**src/rtl/ex_stage.sv**
```systemverilog
// Execute stage of a 5-stage MIPS-style pipeline: operand forwarding, ALU and the EX/MEM register.
// Everything ahead of the EX/MEM register is combinational; all outputs change one edge after their inputs.
module ex_stage (
   input  logic        i_clk,
   input  logic        i_reset,
   input  logic [31:0] i_id_ex_data_1,
   input  logic [31:0] i_id_ex_data_2,
   input  logic [4:0]  i_id_ex_rs,
   input  logic [4:0]  i_id_ex_rt,
   input  logic [4:0]  i_id_ex_rd,
   input  logic [5:0]  i_id_ex_function_code,
   input  logic [31:0] i_id_ex_extended_beq_offset,
   input  logic        i_id_ex_reg_dst,
   input  logic        i_id_ex_alu_src,
   input  logic [3:0]  i_id_ex_alu_op,
   input  logic        i_id_ex_mem_read,
   input  logic        i_id_ex_mem_write,
   input  logic        i_id_ex_mem_to_reg,
   input  logic        i_id_ex_reg_write,
   input  logic [31:0] i_m_wb_data_write,
   input  logic [31:0] i_ex_m_alu_result,
   input  logic        i_ex_m_reg_write,
   input  logic [4:0]  i_ex_m_rd,
   input  logic        i_m_wb_reg_write,
   input  logic [4:0]  i_m_wb_rd,
   output logic [31:0] o_ex_m_alu_result,
   output logic [31:0] o_ex_m_write_data,
   output logic [4:0]  o_ex_m_rd,
   output logic        o_ex_m_mem_read,
   output logic        o_ex_m_mem_write,
   output logic        o_ex_m_mem_to_reg,
   output logic        o_ex_m_reg_write
);

   logic [31:0] fwd_a, fwd_b, alu_b, alu_y, imm, imm_zext;
   logic [4:0]  dest, shamt, var_sh;

   assign imm      = i_id_ex_extended_beq_offset;
   assign imm_zext = {16'b0, imm[15:0]};
   assign shamt    = imm[10:6];

   // The younger EX/MEM producer must win over MEM/WB; r0 is hardwired zero.
   always_comb begin
      fwd_a = i_id_ex_data_1;
      if (i_ex_m_reg_write && i_ex_m_rd != 5'd0 && i_ex_m_rd == i_id_ex_rs)
         fwd_a = i_ex_m_alu_result;
      else if (i_m_wb_reg_write && i_m_wb_rd != 5'd0 && i_m_wb_rd == i_id_ex_rs)
         fwd_a = i_m_wb_data_write;
   end

   always_comb begin
      fwd_b = i_id_ex_data_2;
      if (i_ex_m_reg_write && i_ex_m_rd != 5'd0 && i_ex_m_rd == i_id_ex_rt)
         fwd_b = i_ex_m_alu_result;
      else if (i_m_wb_reg_write && i_m_wb_rd != 5'd0 && i_m_wb_rd == i_id_ex_rt)
         fwd_b = i_m_wb_data_write;
   end

   assign alu_b  = i_id_ex_alu_src ? imm : fwd_b;
   assign dest   = i_id_ex_reg_dst ? i_id_ex_rd : i_id_ex_rt;
   assign var_sh = fwd_a[4:0];

   always_comb begin
      alu_y = 32'd0;
      case (i_id_ex_alu_op)
         4'b0000: begin
            case (i_id_ex_function_code)
               6'b100000, 6'b100001: alu_y = fwd_a + alu_b;
               6'b100010, 6'b100011: alu_y = fwd_a - alu_b;
               6'b100100: alu_y = fwd_a & alu_b;
               6'b100101: alu_y = fwd_a | alu_b;
               6'b100110: alu_y = fwd_a ^ alu_b;
               6'b100111: alu_y = ~(fwd_a | alu_b);
               6'b101010: alu_y = {31'd0, $signed(fwd_a) < $signed(alu_b)};
               6'b101011: alu_y = {31'd0, fwd_a < alu_b};
               6'b000000: alu_y = alu_b << shamt;
               6'b000010: alu_y = alu_b >> shamt;
               6'b000011: alu_y = $signed(alu_b) >>> shamt;
               6'b000100: alu_y = alu_b << var_sh;
               6'b000110: alu_y = alu_b >> var_sh;
               6'b000111: alu_y = $signed(alu_b) >>> var_sh;
               default:   alu_y = 32'd0;
            endcase
         end
         4'b0001, 4'b1000, 4'b1001: alu_y = fwd_a + alu_b;
         4'b1010: alu_y = fwd_a & imm_zext;
         4'b1011: alu_y = fwd_a | imm_zext;
         4'b1100: alu_y = fwd_a ^ imm_zext;
         4'b1101: alu_y = {imm[15:0], 16'd0};
         4'b1110: alu_y = {31'd0, $signed(fwd_a) < $signed(alu_b)};
         4'b1111: alu_y = {31'd0, fwd_a < alu_b};
         default: alu_y = 32'd0;
      endcase
   end

   always_ff @(posedge i_clk) begin
      if (i_reset) begin
         o_ex_m_alu_result <= 32'd0;
         o_ex_m_write_data <= 32'd0;
         o_ex_m_rd         <= 5'd0;
         o_ex_m_mem_read   <= 1'b0;
         o_ex_m_mem_write  <= 1'b0;
         o_ex_m_mem_to_reg <= 1'b0;
         o_ex_m_reg_write  <= 1'b0;
      end else begin
         o_ex_m_alu_result <= alu_y;
         o_ex_m_write_data <= fwd_b;
         o_ex_m_rd         <= dest;
         o_ex_m_mem_read   <= i_id_ex_mem_read;
         o_ex_m_mem_write  <= i_id_ex_mem_write;
         o_ex_m_mem_to_reg <= i_id_ex_mem_to_reg;
         o_ex_m_reg_write  <= i_id_ex_reg_write;
      end
   end

endmodule

```
**config.mk**
```make
export PLATFORM = sky130hd
export DESIGN_NAME = ex_stage
export DESIGN_NICKNAME = d
export VERILOG_FILES = /design/src/rtl/ex_stage.sv
export SDC_FILE = /design/constraint.sdc
export NUM_CORES = 1
export LEC_CHECK = 0
export CAP_MARGIN = 20
export CORE_MARGIN = 3
export CORE_UTILIZATION = 30
export CTS_CLUSTER_SIZE = 25
export DETAILED_ROUTE_END_ITERATION = 8
export PLACE_DENSITY = 0.55
export SETUP_SLACK_MARGIN = 0.2
export SYNTH_ARGS = -nofsm -noshare
export SYNTH_HDL_FRONTEND = slang
export SYNTH_SLANG_ARGS = --single-unit
```
**constraint.sdc**
```tcl
create_clock -name i_clk -period 10.2 [get_ports i_clk]
set_input_delay 3.06 -clock i_clk [delete_from_list [all_inputs] [get_ports i_clk]]
set_output_delay 3.06 -clock i_clk [all_outputs]
set_load 0.01 [all_outputs]
```
==> flow_summary.toml, run 1 <==
[run_status]
outcome = "complete, no violations"

[timing]
tightest_slew_ns = 1.23
period_needed_ns = 9.57
setup_viol = 0
relSlewSlack_pct = 17.3
post-route-period-util_pct = 93.8
hold_viol = 0
setup-tns-final_ns = 0
rsz0062_at_grt = "no"
slew_violations = 0
timing.hold.ws_ns = 3.21
fmax_ghz = 0.105

[worst_setup_path]
crit_path_top_delay_cell = "nor4_1"
slowest_delay_ns = 0.66
worstPathRequired_ns = 10.49
path_cells = "clkdlybuf4s50_1 -> nor4_2 -> a21bo_2 -> nor3_2 -> buf_4 -> mux2i_1 -> nor2_1 -> a21oi_1 -> inv_1 -> ha_1 -> clkinv_1 -> a21oi_1 -> o311ai_0 -> nor4_1 -> o31ai_1 -> a221oi_1 -> xnor2_1 -> nor2_1 -> a21oi_1 -> a41oi_1 -> o21a_1"
cp_top_family = "compound AO/OA/AOI/OAI gates"
cp-end-kind = "register"
critPathLaunch = "i_m_wb_rd[3]"
path_buf_inv = 4
worst-path-max-fanout = 27
critPathLaunchType = "input pin"
critPathKind = "input pin to register"
cp_common_cell = "a21oi_1"
crit_cells = 21
arrival_ns = 9.86

[synthesis]
synth-seq-area-share_pct = 8.41
synthArstFlopShare_pct = 0
synth_top_area_cell = "mux2i_1"
synth_compound_area_share_pct = 33.6
synth_xor_area_share_pct = 5.04
synth-main-ff-cell = "dfxtp_1"
syn-cell-area_um2 = 17400
synth_top_family_by_area = "compound AO/OA/AOI/OAI gates"
synth_area_leaders = "mux2i_1 13%, ha_1 9.2%, dfxtp_1 8.4%"
postSynthCellCount = 2403
yosysWarnings = 0
synthSimpleGateAreaFrac_pct = 17.9
ys_types = 97
synth.top_cell.area_share_pct = 12.8
synth_seq_cells = 73
syn_nets = 2738
synth-edff-count = 0
muxShareOfSynthArea_pct = 17.9
syn_avg_cell_area_um2 = 7.23
synthAdderAreaFrac_pct = 9.45

[power]
power_density_nw_per_um2 = 100
power_mw = 2.17
clock_power_share_pct = 19.5
p_leak_nw = 8.41
p_seq_share_pct = 14.1
power.switching_mw = 1.14
combPwrFrac_pct = 66.5
ir_worst_vdd_uv = 102
switching_share_pct = 52.4
p_int_mw = 1.03

[global_routing]
grt_pass1_vias = 21675
grt_overflow = 0
grt_usage_pct = 40.6
grt_pass1_wl_mm = 175
antenna_found_initial = 9
grt_max_degree = 45

[route]
firstDrtPassIters = 6
drc = 0
top_layer = "met5"
wl_per_cell_um = 37.5
wl_met2_mm = 54.6
routed_wl_mm = 127
ant_nets = 0
dr_total_vias = 22981
viasPerCell = 6.76
drt_iter0_markers = 3262
m1WireLength_mm = 50.8
met3RoutedLength_mm = 13.4

[clock_tree]
cts_buffer_depth = 2
cts_tree = "built"
cts.sinks = 73
htree_levels = 3
path_clk_slew_ns = 0.07
post-cts-setup-buffers = 0
cts_buffers = 9
cts_root_buffer = "clkbuf_16"
cts-resized-gates = 0
cts_hold_buffers = 0

[cells_and_area]
synthToLayoutAreaGrowth_pct = 24.9
reg_top3 = "o_ex_m_alu_result (32), o_ex_m_write_data (32), o_ex_m_rd (5)"
final_common_cell = "clkdlybuf4s50_1"
layout.cells.most_common_list = "273 x clkdlybuf4s50_1, 220 x mux2i_1, 202 x nand2_1"
drive_above_1_share_pct = 11.3
post-route-util_pct = 38.2
final_net_count = 2970

[placement]
dp_hpwl_mm = 103
port_buffers = 277
gp_congestion = 1.05

[worst_hold_path]
hold_start = "i_id_ex_reg_write"
min_to = "o_ex_m_reg_write"
min_path_cells = 2
hold_path_class = "input pin to register"

[floorplan]
die-area_um2 = 60800
core_um2 = 56800
die_x_um = 247
rows = 87
fp.dieH_um = 247
start_util_pct = 30.6
pin_count = 278

[run]
maxCapViolations = 0
[layout make-up]
| type | count | area, um2 |
|---|---|---|
| antenna | 4 | 10.0 |
| clock buffer | 9 | 225 |
| clock inverter | 7 | 125 |
| fill | 6139 | 35100 |
| inverter | 126 | 473 |
| multi-input combinational | 2009 | 14600 |
| sequential | 73 | 1460 |
| tap | 756 | 946 |
| timing repair buffer | 416 | 3810 |
[through the flow]
stage	area, um2	setup slack [ns]	instances
global placement	21300	0.492	3379
detailed placement	21300	0.375	3380
finish	21700	0.631	3400
floorplan	17400	1.80	2403
CTS	21700	0.783	3396
global route	21700	0.307	3397
[cells by family after synthesis]
logic type / after synthesis
mux: 280
fa+ha+maj: 130
compound gates: 831
xor+xnor: 100
simple gates: 668
buf+inv: 321
flops: 73
[synthesized netlist by cell type (10+ instances only)]
| library cell | n |
|---|---|
| and2_1 | 15 |
| nand2b_1 | 11 |
| nand2_1 | 202 |
| nand3_1 | 43 |
| mux2_2 | 33 |
| o22ai_1 | 27 |
| buf_1 | 18 |
| a311oi_1 | 35 |
| a22oi_1 | 34 |
| a31oi_1 | 63 |
| xnor2_1 | 82 |
| buf_2 | 40 |
| clkbuf_1 | 122 |
| buf_4 | 10 |
| or3_1 | 11 |
| dfxtp_1 | 73 |
| nand4_1 | 43 |
| nor2b_1 | 19 |
| o211ai_1 | 29 |
| nor3_1 | 73 |
| o221ai_1 | 12 |
| a21oi_2 | 12 |
| a211o_1 | 12 |
| xor2_1 | 18 |
| inv_1 | 118 |
| mux2i_1 | 222 |
| nor4_1 | 19 |
| mux4_2 | 17 |
| o21ai_0 | 135 |
| or2_2 | 10 |
| a21oi_1 | 144 |
| o31ai_1 | 80 |
| o21a_1 | 11 |
| a21o_1 | 20 |
| a211oi_1 | 45 |
| ha_1 | 128 |
| nor2_1 | 188 |
| o31a_1 | 12 |
| a221oi_1 | 25 |
[per-layer routing]
metal | up-vias | GRT usage [%]
met5 | - | 0
met4 | 8 | 22.7
met3 | 368 | 9.50
met2 | 1654 | 61.9
met1 | 11390 | 52.5
li1 | 9561 | -
[power by group through the flow]
stage,Combinational (mW),Sequential (mW),Clock (mW)
global placement,1.38,0.312,0
finish,1.44,0.306,0.422
detailed placement,1.37,0.313,0
global route,1.48,0.307,0.435
floorplan,0.755,0.318,0
CTS,1.38,0.306,0.426
[worst max-delay path by stage]
stage          slack [ns]                    end
5_1_grt              0.31  o_ex_m_alu_result[28]
6_report             0.63  o_ex_m_alu_result[28]
3_5_place_dp         0.38  o_ex_m_alu_result[28]
4_1_cts              0.78  o_ex_m_alu_result[28]
2_1_floorplan        1.80  o_ex_m_alu_result[30]
3_3_place_gp         0.49  o_ex_m_alu_result[28]
(Power assumes the default switching activity.)
==> inputs of run 2 (changes only) <==
Settings changed: GPL_TIMING_DRIVEN set to 0, SLEW_MARGIN set to 15.
==> flow_summary.toml, run 2 (synthesized netlist as in run 1, its figures left out) <==
[run_status]
outcome = "complete, no violations"

[cells_and_area]
final_net_count = 3040
reg_top3 = "o_ex_m_alu_result (32), o_ex_m_write_data (32), o_ex_m_rd (5)"
drive_above_1_share_pct = 9.23
layout.cells.most_common_list = "270 x clkdlybuf4s50_1, 221 x mux2i_1, 202 x nand2_1"
fillCellCount = 6117
final_common_cell = "clkdlybuf4s50_1"
postLayoutCellArea_um2 = 21800
post-route-util_pct = 38.4
synthToLayoutAreaGrowth_pct = 25.5

[route]
ant_nets = 0
routed_wl_mm = 138
drc = 0
wl_per_cell_um = 39.7
dr_total_vias = 23729
firstDrtPassIters = 6
viasPerCell = 6.82
drt_iter0_markers = 3610

[global_routing]
antenna_found_initial = 12
grt_overflow = 0
grt_pass1_wl_mm = 185
grt_max_degree = 15
grt_util_met2_pct = 65.4
grt_usage_pct = 44.0
top_usage_layer = "met2"
met1_usage_pct = 56.0
grtUsageMet3_pct = 11.6
grt_pass1_vias = 22273

[timing]
fmax_ghz = 0.0994
slew_violations = 0
rsz0062_at_grt = "no"
post-route-period-util_pct = 98.6
hold_viol = 0
relSlewSlack_pct = 9.83
tightest_slew_ns = 1.35
worst_slack_ns = 0.143
period_needed_ns = 10.06
setup_viol = 0

[worst_setup_path]
cp_common_cell = "a21oi_1"
cp-end-kind = "register"
critPathKind = "input pin to register"
arrival_ns = 10.33
critPathLaunchType = "input pin"
worst-path-max-fanout = 11
crit_path_top_delay_cell = "o31ai_1"
slowest_delay_ns = 0.67
worstPathRequired_ns = 10.47
path_cells = "clkdlybuf4s50_1 -> xor2_1 -> or3_1 -> clkbuf_1 -> buf_2 -> o31ai_1 -> a31oi_1 -> a21oi_1 -> clkbuf_2 -> inv_1 -> ha_1 -> clkbuf_1 -> a21oi_1 -> o22ai_1 -> a21oi_1 -> xnor2_1 -> a21oi_1 -> o221ai_1 -> a221oi_1 -> o2111ai_1 -> o21a_1"

[placement]
place_ws_ns = -1.64
place_area_um2 = 21300
gp_congestion = 1.14
dp_hpwl_mm = 112
port_buffers = 270

[power]
p_leak_nw = 8.28
power_density_nw_per_um2 = 98.6
p_seq_share_pct = 14.2
ir_worst_vdd_uv = 94.4
clock_power_share_pct = 15.9
p_int_uw = 946
power.switching_mw = 1.20
switching_share_pct = 56.0
combPwrFrac_pct = 69.9

[floorplan]
core_um2 = 56800
pin_count = 278
rows = 87
start_util_pct = 30.6
die-area_um2 = 60800
die_x_um = 247
fp.dieH_um = 247

[clock_tree]
cts_root_buffer = "clkbuf_16"
cts_tree = "built"
cts_buffers = 9
cts_buffer_depth = 2
path_clk_slew_ns = 0.07
htree_levels = 3
cts_hold_buffers = 0
cts.sinks = 73

[worst_hold_path]
hold_path_class = "input pin to register"

[run]
maxCapViolations = 0
run 2: cell types whose count changed in the layout (fill, tap and decap cells not counted), moves of 5 or more:
| cell | previous run | this run |
|---|---|---|
| o21ai_0 | 135 | 115 |
| buf_1 | 0 | 17 |
| buf_4 | 139 | 17 |
| a21oi_2 | 13 | 5 |
| o21ai_1 | 2 | 15 |
| clkbuf_2 | 0 | 10 |
| o21ai_2 | 0 | 5 |
| a21oi_4 | 2 | 10 |
| buf_6 | 0 | 8 |
| clkbuf_1 | 0 | 112 |
| buf_8 | 0 | 6 |
| diode_2 | 4 | 12 |
| buf_2 | 3 | 41 |
run 2: cell type report:
cell class,count,area (um2),area share (%)
Multi-Input combinational cell,2009,14800,67.9
Timing Repair Buffer,291,2930,13.4
Sequential cell,73,1460,6.70
Tap cell,756,946,4.34
Buffer,195,881,4.04
Inverter,126,474,2.17
Clock buffer,9,225,1.03
Clock inverter,7,53.8,0.247
Antenna cell,12,30.0,0.138
run 2: worst max-delay path: cells and delay by family:
kind	cells	cell delay [ns]
adder cells (fa/ha/maj)	1	0.28
XOR/XNOR	2	0.42
AND/OR/NAND/NOR	1	0.38
buffers and inverters	6	1.85
AO/OA/AOI/OAI	11	4.33
run 2: per-layer routing:
| metal | vias to the layer above | routed length (um) |
|---|---|---|
| met3 | 405 | 14900 |
| met1 | 11775 | 54700 |
| met4 | 6 | 10800 |
| li1 | 9728 | - |
| met2 | 1815 | 57800 |
| met5 | - | 36 |
run 2: through the flow:
stage	hold WS, ns	power, mW	std cells	TNS (ns)
after floorplan	3.19	1.07	2403	0
after global placement	3.54	1.70	3429	-25.87
after detailed placement	3.55	1.72	3447	-21.24
after CTS	3.15	2.07	3463	0
after global routing	3.20	2.20	3470	0
final	3.16	2.15	3478	0
run 2: path summary, 6_finish.rpt:
path / cells past startpoint / endpoint / from / slack, ns
worst max-delay path: 21 / o_ex_m_alu_result[9] / i_m_wb_rd[4] / 0.14
worst min-delay path: 3 / o_ex_m_rd[1] / i_id_ex_reg_dst / 3.16
run 2: what timing repair did:
action | 4_1_cts | 5_1_grt
setup endpoints to repair | 25 | 22
pin swaps | 0 | 3
gates resized for setup | 32 | 26
buffers inserted | 0 | 2
run 2: power groups by stage:
stage | logic (mW) | registers [mW] | clock network (mW)
after floorplan | 0.755 | 0.318 | 0
after global placement | 1.39 | 0.311 | 0
after detailed placement | 1.40 | 0.311 | 0
after CTS | 1.42 | 0.305 | 0.345
after global routing | 1.53 | 0.306 | 0.355
final | 1.50 | 0.305 | 0.342
